--- config.mk ---
export PLATFORM = sky130hd
export DESIGN_NAME = issue_div_fifo
export DESIGN_NICKNAME = d
export VERILOG_FILES = /design/src/rtl/issue_div_fifo.sv
export SDC_FILE = /design/constraint.sdc
export NUM_CORES = 1
export LEC_CHECK = 0
export ABC_CLOCK_PERIOD_IN_PS = 4500
export CAP_MARGIN = 40
export CORE_UTILIZATION = 50
export CTS_CLUSTER_SIZE = 10
export DETAILED_ROUTE_END_ITERATION = 8
export GPL_TIMING_DRIVEN = 0
export PLACE_DENSITY = 0.75
export REMOVE_ABC_BUFFERS = 1
export SLEW_MARGIN = 20
export SYNTH_ARGS = -nofsm -noshare
export SYNTH_HDL_FRONTEND = slang
export SYNTH_SLANG_ARGS = --single-unit
--- constraint.sdc ---
create_clock -name clk -period 4.5 [get_ports clk]
set_input_delay 0.9 -clock clk [delete_from_list [all_inputs] [get_ports clk]]
set_output_delay 0.9 -clock clk [all_outputs]
set_load 0.05 [all_outputs]
--- src/rtl/issue_div_fifo.sv ---
// rtl/issue_div_fifo.sv - show-ahead FIFO between issue div-path selector and execute_div; optional ISSUE_DIV_FIFO_EMPTY_BYPASS_EN
package issue_div_fifo_pkg;

    typedef struct packed {
        logic        valid;
        logic [6:0]  rob_id;
        logic [1:0]  div_op;
        logic [4:0]  rd_addr;
        logic [31:0] rs1_value;
        logic [31:0] rs2_value;
    } issue_execute_pack_t;

    typedef struct packed {
        logic enable;
        logic flush;
    } commit_feedback_pack_t;

endpackage

module issue_div_fifo
    import issue_div_fifo_pkg::*;
#(
    parameter int  DEPTH = 4,
    localparam int CNT_W = $clog2(DEPTH) + 1
) (
    input  logic                  clk,
    input  logic                  rst,
    input  issue_execute_pack_t   issue_div_fifo_data_in,
    input  logic                  issue_div_fifo_push,
    output logic                  issue_div_fifo_full,
    output issue_execute_pack_t   issue_div_fifo_data_out,
    output logic                  issue_div_fifo_data_out_valid,
    input  logic                  issue_div_fifo_pop,
    output logic [CNT_W-1:0]      issue_div_fifo_count,
    input  commit_feedback_pack_t commit_feedback_pack
);

    localparam int AW = $clog2(DEPTH);

    issue_execute_pack_t mem_q [DEPTH];
    logic [CNT_W-1:0]    rptr_q, rptr_d;
    logic [CNT_W-1:0]    wptr_q, wptr_d;
    logic [CNT_W-1:0]    count;
    logic                empty;
    logic                flush;
    logic                push_acc;
    logic                pop_acc;

    // Occupancy and flags derive only from registered pointers, so push never sees a same-cycle pop.
    always_comb begin
        count = wptr_q - rptr_q;
        empty = (count == '0);
        flush = commit_feedback_pack.enable & commit_feedback_pack.flush;
    end

`ifdef ISSUE_DIV_FIFO_EMPTY_BYPASS_EN
    logic bypass;
    logic bypass_consume;

    // Empty FIFO forwards the incoming entry; if popped in the same cycle it is never stored.
    always_comb begin
        bypass                        = empty & issue_div_fifo_push & ~flush;
        bypass_consume                = bypass & issue_div_fifo_pop;
        issue_div_fifo_data_out       = bypass ? issue_div_fifo_data_in : mem_q[rptr_q[AW-1:0]];
        issue_div_fifo_data_out_valid = ~empty | bypass;
        push_acc = issue_div_fifo_push & ~issue_div_fifo_full & ~flush & ~bypass_consume;
        pop_acc  = issue_div_fifo_pop & ~empty & ~flush;
    end
`else
    // Head entry is shown straight from storage; no path from data_in or push to outputs.
    always_comb begin
        issue_div_fifo_data_out       = mem_q[rptr_q[AW-1:0]];
        issue_div_fifo_data_out_valid = ~empty;
        push_acc = issue_div_fifo_push & ~issue_div_fifo_full & ~flush;
        pop_acc  = issue_div_fifo_pop & ~empty & ~flush;
    end
`endif

    // Status outputs.
    always_comb begin
        issue_div_fifo_full  = (count == CNT_W'(DEPTH));
        issue_div_fifo_count = count;
    end

    // Pointer next state: flush wins over push/pop; wrap bit toggles naturally on overflow.
    always_comb begin
        rptr_d = rptr_q;
        wptr_d = wptr_q;
        if (flush) begin
            rptr_d = '0;
            wptr_d = '0;
        end else begin
            if (push_acc) wptr_d = wptr_q + 1'b1;
            if (pop_acc)  rptr_d = rptr_q + 1'b1;
        end
    end

    // Pointer registers, cleared asynchronously.
    always_ff @(posedge clk or posedge rst) begin
        if (rst) begin
            rptr_q <= '0;
            wptr_q <= '0;
        end else begin
            rptr_q <= rptr_d;
            wptr_q <= wptr_d;
        end
    end

    // Entry storage; contents are meaningless until written, so no reset.
    always_ff @(posedge clk) begin
        if (push_acc) mem_q[wptr_q[AW-1:0]] <= issue_div_fifo_data_in;
    end

endmodule

# ---- Yosys cells after proc, flatten, opt, wreduce, memory -nomap -nowiden
# Memory sizes are Yosys's and may differ from the RTL's.
# Cells that the tools add are included.
dict set report word_totals {
  register_bits 6
  ram_bits 316
  inputBits 85
  output_inout_bits 84
  elab_cells 24
  n_memories 1
}
# memory words width rd rd_ports_with_merged_regs write_ports line_no
set memory_table {}
lappend memory_table {mem_q 4 79 1 0 1 40} ;# issue_execute_pack_t mem_q [DEPTH];
dict set report classes {
  addsub 3
  eq_ne 1
  mux 6
  bitwise_logic 8
  reduce_logical 3
}
# operator count
set op_table {}
lappend op_table {{$mux W3} 4}
lappend op_table {{$add A3 B1 Y3 const B} 2}
lappend op_table {{$and A1 B1 Y1} 5}
lappend op_table {{$reduce_bool A2 Y1} 2}
lappend op_table {{$eq A3 B3 Y1 const B} 1}
lappend op_table {{$logic_not A3 Y1} 1}
lappend op_table {{$not A1 Y1} 3}
lappend op_table {{$sub A3 B3 Y3} 1}
lappend op_table {{$mux W1} 2}

# ---- Logic depth before layout (Yosys ltp)
# Gate-level depths: netlist of run 1.
dict set report logic_depth {
  ltp_word 7
  mapped_depth 6
  ltp_nobuf 6
}

# ---- Least setup slack after synthesis of run 1
# Ideal clock, no wire load.
dict set report synth_timing {
  path_type {register to register}
  startpoint {register wptr_q[0]}
  endpoint {memory mem_q[0][0] (netlist name), enable pin}
  setup_ns 0.446
  arrival_ns 3.656
  t_required_ns 4.054
  slack_ns 0.398
  path_stages_with_launch 7
  n_path_buf 0
  period_less_slack_ns 4.102
  path_cell_list {dfrtp_1 > inv_1 > ha_1 > fa_1 > xor3_2 > a21boi_4 > and3_1}
}
dict set report synth_via {
  elab_chain_cells 7
}
# item line_no
set synth_lines {}
lappend synth_lines {{from (decl)} 42} ;# logic [CNT_W-1:0] wptr_q, wptr_d;
lappend synth_lines {{from (signal assigned)} 105} ;# wptr_q <= wptr_d;
lappend synth_lines {{$sub A3 B3 Y3} 51} ;# count = wptr_q - rptr_q;
lappend synth_lines {{named net issue_div_fifo_count[2]} 34} ;# output logic [CNT_W-1:0] issue_div_fifo_count,
lappend synth_lines {{$eq A3 B3 Y1} 81} ;# issue_div_fifo_full = (count == CNT_W'(DEPTH));
lappend synth_lines {{$not A1 Y1} 74} ;# push_acc = issue_div_fifo_push & ~issue_div_fifo_full & ~flush;
lappend synth_lines {{$and A1 B1 Y1 (2 in series)} 74}
lappend synth_lines {{$mux W1} 111} ;# if (push_acc) mem_q[wptr_q[AW-1:0]] <= issue_div_fifo_data_in;
lappend synth_lines {{$mux W1 (not written as such)} 111}
lappend synth_lines {{to (decl)} 40}
# The timed path passes the listed nets, and every way through them passes these cells.

# ---- Final worst setup path of run 1
dict set report layout_timing {
  startpoint {register rptr_q[0]}
  endpoint {output port issue_div_fifo_full}
}
dict set report layout_via {
  elab_chain_cells 2
}
# item line_no
set layout_lines {}
lappend layout_lines {{from (decl)} 41} ;# logic [CNT_W-1:0] rptr_q, rptr_d;
lappend layout_lines {{from (signal assigned)} 104} ;# rptr_q <= rptr_d;
lappend layout_lines {{$sub A3 B3 Y3} 51}
lappend layout_lines {{$eq A3 B3 Y1} 81}
lappend layout_lines {{to (decl)} 30} ;# output logic issue_div_fifo_full,
# Every way passes these cells.

==> results.sh, run 1 <==
export IMPL_status="finished, final reports clean"
export IMPL_vdd_drop_max_mv=0.908
export IMPL_power_density_mw_per_mm2=730
export IMPL_hpwl_um=13300
export IMPL_area_growth_pct=28.2
export IMPL_async_reset_ff_frac=0.0186
export IMPL_grt_pass1_wl_um=33700
export IMPL_die_h_um=156
export IMPL_rsz0062_at_grt="no"
export IMPL_required_ns=3.60
export IMPL_synth_top_cells_by_count="edfxtp_1, mux4_2, nand2_1"
export IMPL_grt_util_all_layers=0.187
export IMPL_cts_max_level=2
export IMPL_routedWlPerCell_um=21.9
export IMPL_grt_use_met1=0.237
export IMPL_timing_slew_headroom=0.612
export IMPL_ctsHoldBuffers=0
export IMPL_vias=5446
export IMPL_yosysTopAreaCellShare=0.800
export IMPL_synth_cell_types=21
export IMPL_ctsResizeCount=0
export IMPL_cp_arrival_ns=3.33
export IMPL_fp_row_count=55
export IMPL_io_pins=169
export IMPL_max_slew_worst_pin_slew_ns=0.580
export IMPL_start_util=0.518
export IMPL_synthTopCellsByArea="edfxtp_1, mux4_2, dfrtp_1, ha_1, buf_2"
export IMPL_final_cell_area_mm2=0.0152
export IMPL_synth_area_mm2=0.0119
export IMPL_grt_overflow=0
export IMPL_finalClockSkew_ns=0.00584
export IMPL_grt_pass1_vias=6030
export IMPL_clock_latency_ns=0.50
export IMPL_fin_crit_sh=0.941
export IMPL_port_buffers=168
export IMPL_core_region_area_mm2=0.0229
export IMPL_fin_crit_ns=4.23
export IMPL_cts_buffer_depth=3
export IMPL_yosysMostFrequentCell="edfxtp_1"
export IMPL_worstSetupStartpointType="register"
export IMPL_grt_use_met2=0.311
export IMPL_crit_type="register to output pin"
export IMPL_power_leakage_nw=4.90
export IMPL_final_layout_size_suffix_gt1_frac=0.208
export IMPL_cts_sinks=322
export IMPL_finalSetupViolCount=0
export IMPL_place_gp_congestion=0.761
export IMPL_root_buffer="clkbuf_16"
export IMPL_ys_flop_type="edfxtp_1"
export IMPL_avgSynthCellArea_um2=25.5
export IMPL_synth_edff_count=316
export IMPL_ys_ff_latch=322
export IMPL_numCtsBuffers=38
export IMPL_gr_max_usage_layer="met2"
export IMPL_cts_tree="yes"
export IMPL_vias_per_cell=5.49
export IMPL_finalHoldViolations=0
export IMPL_cts_setup_buffers=0
export IMPL_grt_util_met3=0.0553
export IMPL_synth_top_area_cell="edfxtp_1"
export IMPL_grt_max_degree=33
export IMPL_wl_um=21700
export IMPL_hold_path_class="register to register"
export IMPL_antenna_found_initial=1
export IMPL_fmax_mhz=236
export IMPL_drtIter0Drc=317
export IMPL_ant_nets=0
export IMPL_clk_pin_slew_ns=0.05
export IMPL_place_area_mm2=0.0141
export IMPL_syn_inst=466
export IMPL_critPathCaptureType="output pin"
export IMPL_cp_max_fo=25
export IMPL_drc=0
export IMPL_drtPass1Iterations=4
export IMPL_place_ws_ns=0.779
export IMPL_die_x_um=156
export IMPL_final_nets=759
export IMPL_report_final_slew_viol_count=0
export IMPL_maxCapViolations=0
export IMPL_fin_ws_ns=0.267
export IMPL_yosysWarnings=0
export IMPL_dieArea_mm2=0.0243
export IMPL_synth_seq_area_share=0.813
-- cells by family after synthesis --
| group | share of synthesized area |
|---|---|
| buf+inv | 0.00897 |
| xor+xnor | 0.00285 |
| simple gates | 0.00854 |
| flops | 0.813 |
| mux | 0.154 |
| compound gates | 0.00464 |
| fa+ha+maj | 0.00802 |
-- critical path, stage by stage (launching register included) --
cell and delay, ns:
dfrtp_4 0.69, ha_1 0.31, fa_1 0.56, and2_1 0.31, and2_1 0.17, clkdlybuf4s50_1 0.80
-- final timing paths --
path	startpoint	endpoint	slack [ns]	depth (start not counted)
setup / recovery	rptr_q[0]	issue_div_fifo_full	0.27	5
hold / removal	wptr_q[1]	wptr_q[1]	0.59	2
setup reg to reg	rptr_q[0]	mem_q[1][13]	1.28	6
hold reg to reg	wptr_q[1]	wptr_q[1]	0.59	2
max in group asynchronous	rst	rptr_q[1]	3.62	2
min in group asynchronous	rst	rptr_q[0]	0.64	2
-- through the flow --
step | hold WS (ns) | std cells | util | TNS, ns | total power, mW
after floorplan | 0.518 | 447 | - | -789.43 | 7.09
after global placement | 0.531 | 928 | 0.604 | -1806.89 | 8.54
after detailed placement | 0.584 | 940 | 0.617 | 0 | 8.54
after CTS | 0.593 | 991 | 0.663 | 0 | 11.2
after global routing | 0.617 | 991 | 0.663 | 0 | 11.5
final | 0.591 | 992 | 0.664 | 0 | 11.1
-- placed cells by master, fill, tap and decap left out --
cell type | synthesis | final
edfxtp_1 | 316 | 316
clkdlybuf4s50_1 | 0 | 168
mux4_2 | 79 | 79
clkbuf_16 | 0 | 41
nand2_1 | 12 | 12
buf_12 | 0 | 10
clkbuf_1 | 8 | 7
ha_1 | 6 | 6
mux2i_1 | 5 | 5
inv_1 | 5 | 5
and3_4 | 0 | 4
dfrtp_1 | 6 | 4
nand2b_1 | 3 | 3
and2_1 | 2 | 2
a21oi_1 | 2 | 2
clkinv_1 | 0 | 2
buf_16 | 0 | 2
dfrtp_4 | 0 | 2
diode_2 | 0 | 1
xor3_2 | 1 | 1
o21a_1 | 1 | 1
a21boi_4 | 1 | 1
xnor2_1 | 1 | 1
o2111ai_1 | 1 | 1
o211a_1 | 1 | 1
fa_1 | 1 | 1
clkbuf_8 | 0 | 1
-- sequential cells by signal, indices dropped and copies added, names as in the netlist --
signal	flops
mem_q	316
rptr_q	3
wptr_q	3
-- report_power, final --
group	internal [mW]	switching (mW)
Clock	1.63	1.03
Combinational	1.68	2.70
Sequential	3.84	0.216
-- final cells by class --
type                    instances  area, um2
clock buffers                  49       1070
flip-flops and latches        322       9650
multi-input cells             120       2130
repair buffers                180       1940
well taps                     313        392
clock inverters                 2       7.51
diodes                          1       2.50
fillers                      1433       7710
inverters                       5       18.8
-- routing by layer --
layer / vias up / share of wire
li1: 2386 / -
met1: 2821 / 0.40
met2: 195 / 0.51
met3: 44 / 0.074
met4: 0 / 0.019
met5: - / 0
(Power assumes the default switching activity.)
==> run 2, diff against run 1 <==
--- a/config.mk
+++ b/config.mk
@@ -8,4 +8,5 @@
 export ABC_CLOCK_PERIOD_IN_PS = 4500
 export CAP_MARGIN = 40
+export CORE_ASPECT_RATIO = 1.75
 export CORE_UTILIZATION = 50
 export CTS_CLUSTER_SIZE = 10
==> constraint.sdc (replaced) <==
create_clock -name clk -period 4.5 [get_ports clk]
set_input_delay 0.675 -clock clk [delete_from_list [all_inputs] [get_ports clk]]
set_output_delay 0.675 -clock clk [all_outputs]
set_load 0.05 [all_outputs]
==> results.sh, run 2 (synthesized netlist as in run 1, its figures left out) <==
export IMPL_finalHoldViolations=0
export IMPL_timing_slew_headroom=0.498
export IMPL_fillers=1605
export IMPL_worstSetupStartpointType="register"
export IMPL_vias=5484
export IMPL_drtPass1Iterations=5
export IMPL_p_sw_mw=4.01
export IMPL_core_region_area_mm2=0.0233
export IMPL_fin_crit_sh=0.898
export IMPL_rsz0062_at_grt="no"
export IMPL_clockPowerShare=0.239
export IMPL_grt_util_all_layers=0.196
export IMPL_root_buffer="clkbuf_16"
export IMPL_final_layout_size_suffix_gt1_frac=0.201
export IMPL_top_layer_used="met4"
export IMPL_switching_share=0.362
export IMPL_cts_tree="yes"
export IMPL_p_int_mw=7.06
export IMPL_routedWlPerCell_um=23.6
export IMPL_wl_met2_um=13400
export IMPL_wl_met3_um=937
export IMPL_max_slew_worst_pin_slew_ns=0.752
export IMPL_p_seq_frac=0.368
export IMPL_drc=0
export IMPL_hold_path_class="primary input to async pin"
export IMPL_fmax_mhz=247
export IMPL_cts_setup_buffers=0
export IMPL_cts_buffer_depth=3
export IMPL_combPwrFrac=0.394
export IMPL_place_gp_congestion=0.745
export IMPL_die_x_um=118
export IMPL_grt_pass1_vias=6112
export IMPL_reg2reg_depth=6
export IMPL_critPathCaptureType="output pin"
export IMPL_ant_nets=0
export IMPL_dp_cells=927
export IMPL_finalSetupViolCount=0
export IMPL_fp_row_count=74
export IMPL_final_cells=983
export IMPL_layout_commonest_cell="edfxtp_1"
export IMPL_cts_sinks=322
export IMPL_crit_type="register to output pin"
export IMPL_r2r_start="rptr_q[0]"
export IMPL_grt_pass1_wl_um=35100
export IMPL_antenna_found_initial=1
export IMPL_hpwl_um=14100
export IMPL_drtIter0Drc=356
export IMPL_final_cell_mix="edfxtp_1, clkdlybuf4s50_1, mux4_2, clkbuf_16, clkbuf_1"
export IMPL_ctsResizeCount=0
export IMPL_vdd_drop_max_mv=0.871
export IMPL_dieArea_mm2=0.0244
export IMPL_cp_arrival_ns=3.37
export IMPL_start_util=0.508
export IMPL_area_growth_pct=27.2
export IMPL_fin_ws_ns=0.459
export IMPL_cp_max_fo=29
export IMPL_power_density_mw_per_mm2=734
export IMPL_final_cell_area_mm2=0.0151
export IMPL_vias_per_cell=5.58
export IMPL_place_ws_ns=0.957
export IMPL_report_final_slew_viol_count=0
export IMPL_clock_latency_ns=0.52
export IMPL_maxCapViolations=0
export IMPL_grt_max_degree=46
export IMPL_port_buffers=168
export IMPL_wl_um=23200
export IMPL_clk_pin_slew_ns=0.06
export IMPL_numCtsBuffers=38
export IMPL_cts_max_level=2
export IMPL_finalClockSkew_ns=0.0233
export IMPL_die_h_um=206
export IMPL_place_area_mm2=0.0140
export IMPL_final_core_util=0.647
export IMPL_power_leakage_nw=4.85
export IMPL_rr_endpoint="mem_q[0][0]"
export IMPL_ctsHoldBuffers=0
export IMPL_fin_crit_ns=4.04
export IMPL_required_ns=3.83
export IMPL_status="finished, final reports clean"
export IMPL_largest_reg_flops=316
export IMPL_ff2ff_setup_slack_ns=1.00
export IMPL_io_pins=169
export IMPL_grt_overflow=0
export IMPL_final_nets=755
export IMPL_routedLengthMet1_um=8240
## run 2: cell count changes in the layout (fill, tap and decap cells not counted), sizes merged
| cell | previous run | this run |
|---|---|---|
| buf | 12 | 8 |
| clkbuf | 49 | 53 |
| clkinv | 2 | 0 |
| inv | 5 | 7 |
## run 2: critical path: stages, from the launching register on
cell             delay (ns)
dfrtp_4                0.70
ha_1                   0.33
fa_1                   0.55
and2_1                 0.29
and2_1                 0.17
clkdlybuf4s50_1        0.80
## run 2: metrics by stage
stage	setup TNS [ns]	total power [mW]	hold WS (ns)
finish	0	11.1	0.387
global route	0	11.4	0.409
CTS	0	11.2	0.365
detailed placement	0	8.53	0.561
global placement	-1797.51	8.57	0.536
floorplan	-770.53	7.09	0.466
## run 2: cell type report
type                            count  area [um2]  share of cell area
Tap cell                          304         380              0.0252
Multi-Input combinational cell    120        2130               0.141
Clock inverter                      2        17.5             0.00116
Antenna cell                        1        2.50            0.000166
Sequential cell                   322        9650               0.639
Timing Repair Buffer              176        1860               0.123
Clock buffer                       53        1030              0.0682
Inverter                            5        18.8             0.00124
## run 2: metal layers
layer  GRT usage  vias to the layer above
met1       0.215                     2886
met3      0.0363                       44
met4      0.0882                        0
li1            -                     2385
met2       0.367                      169
met5           0                        -
## run 2: power groups by stage
stage / clock, mW / combinational [mW] / sequential, mW
2_1_floorplan: 0 / 2.88 / 4.21
3_3_place_gp: 0 / 4.19 / 4.37
3_5_place_dp: 0 / 4.39 / 4.14
4_1_cts: 2.70 / 4.42 / 4.08
5_1_grt: 2.79 / 4.53 / 4.12
6_report: 2.64 / 4.36 / 4.07
## run 2: how the worst max path moves through the flow
stage          startpoint                  end  slack [ns]  depth (start not counted)
6_report        rptr_q[0]  issue_div_fifo_full        0.46                          5
4_1_cts         rptr_q[0]  issue_div_fifo_full        0.43                          5
3_3_place_gp    rptr_q[0]         mem_q[0][15]       -5.12                          5
2_1_floorplan   rptr_q[0]          mem_q[3][0]       -2.38                          5
3_5_place_dp    rptr_q[0]         mem_q[2][30]        0.96                          6
5_1_grt         rptr_q[0]  issue_div_fifo_full        0.33                          5
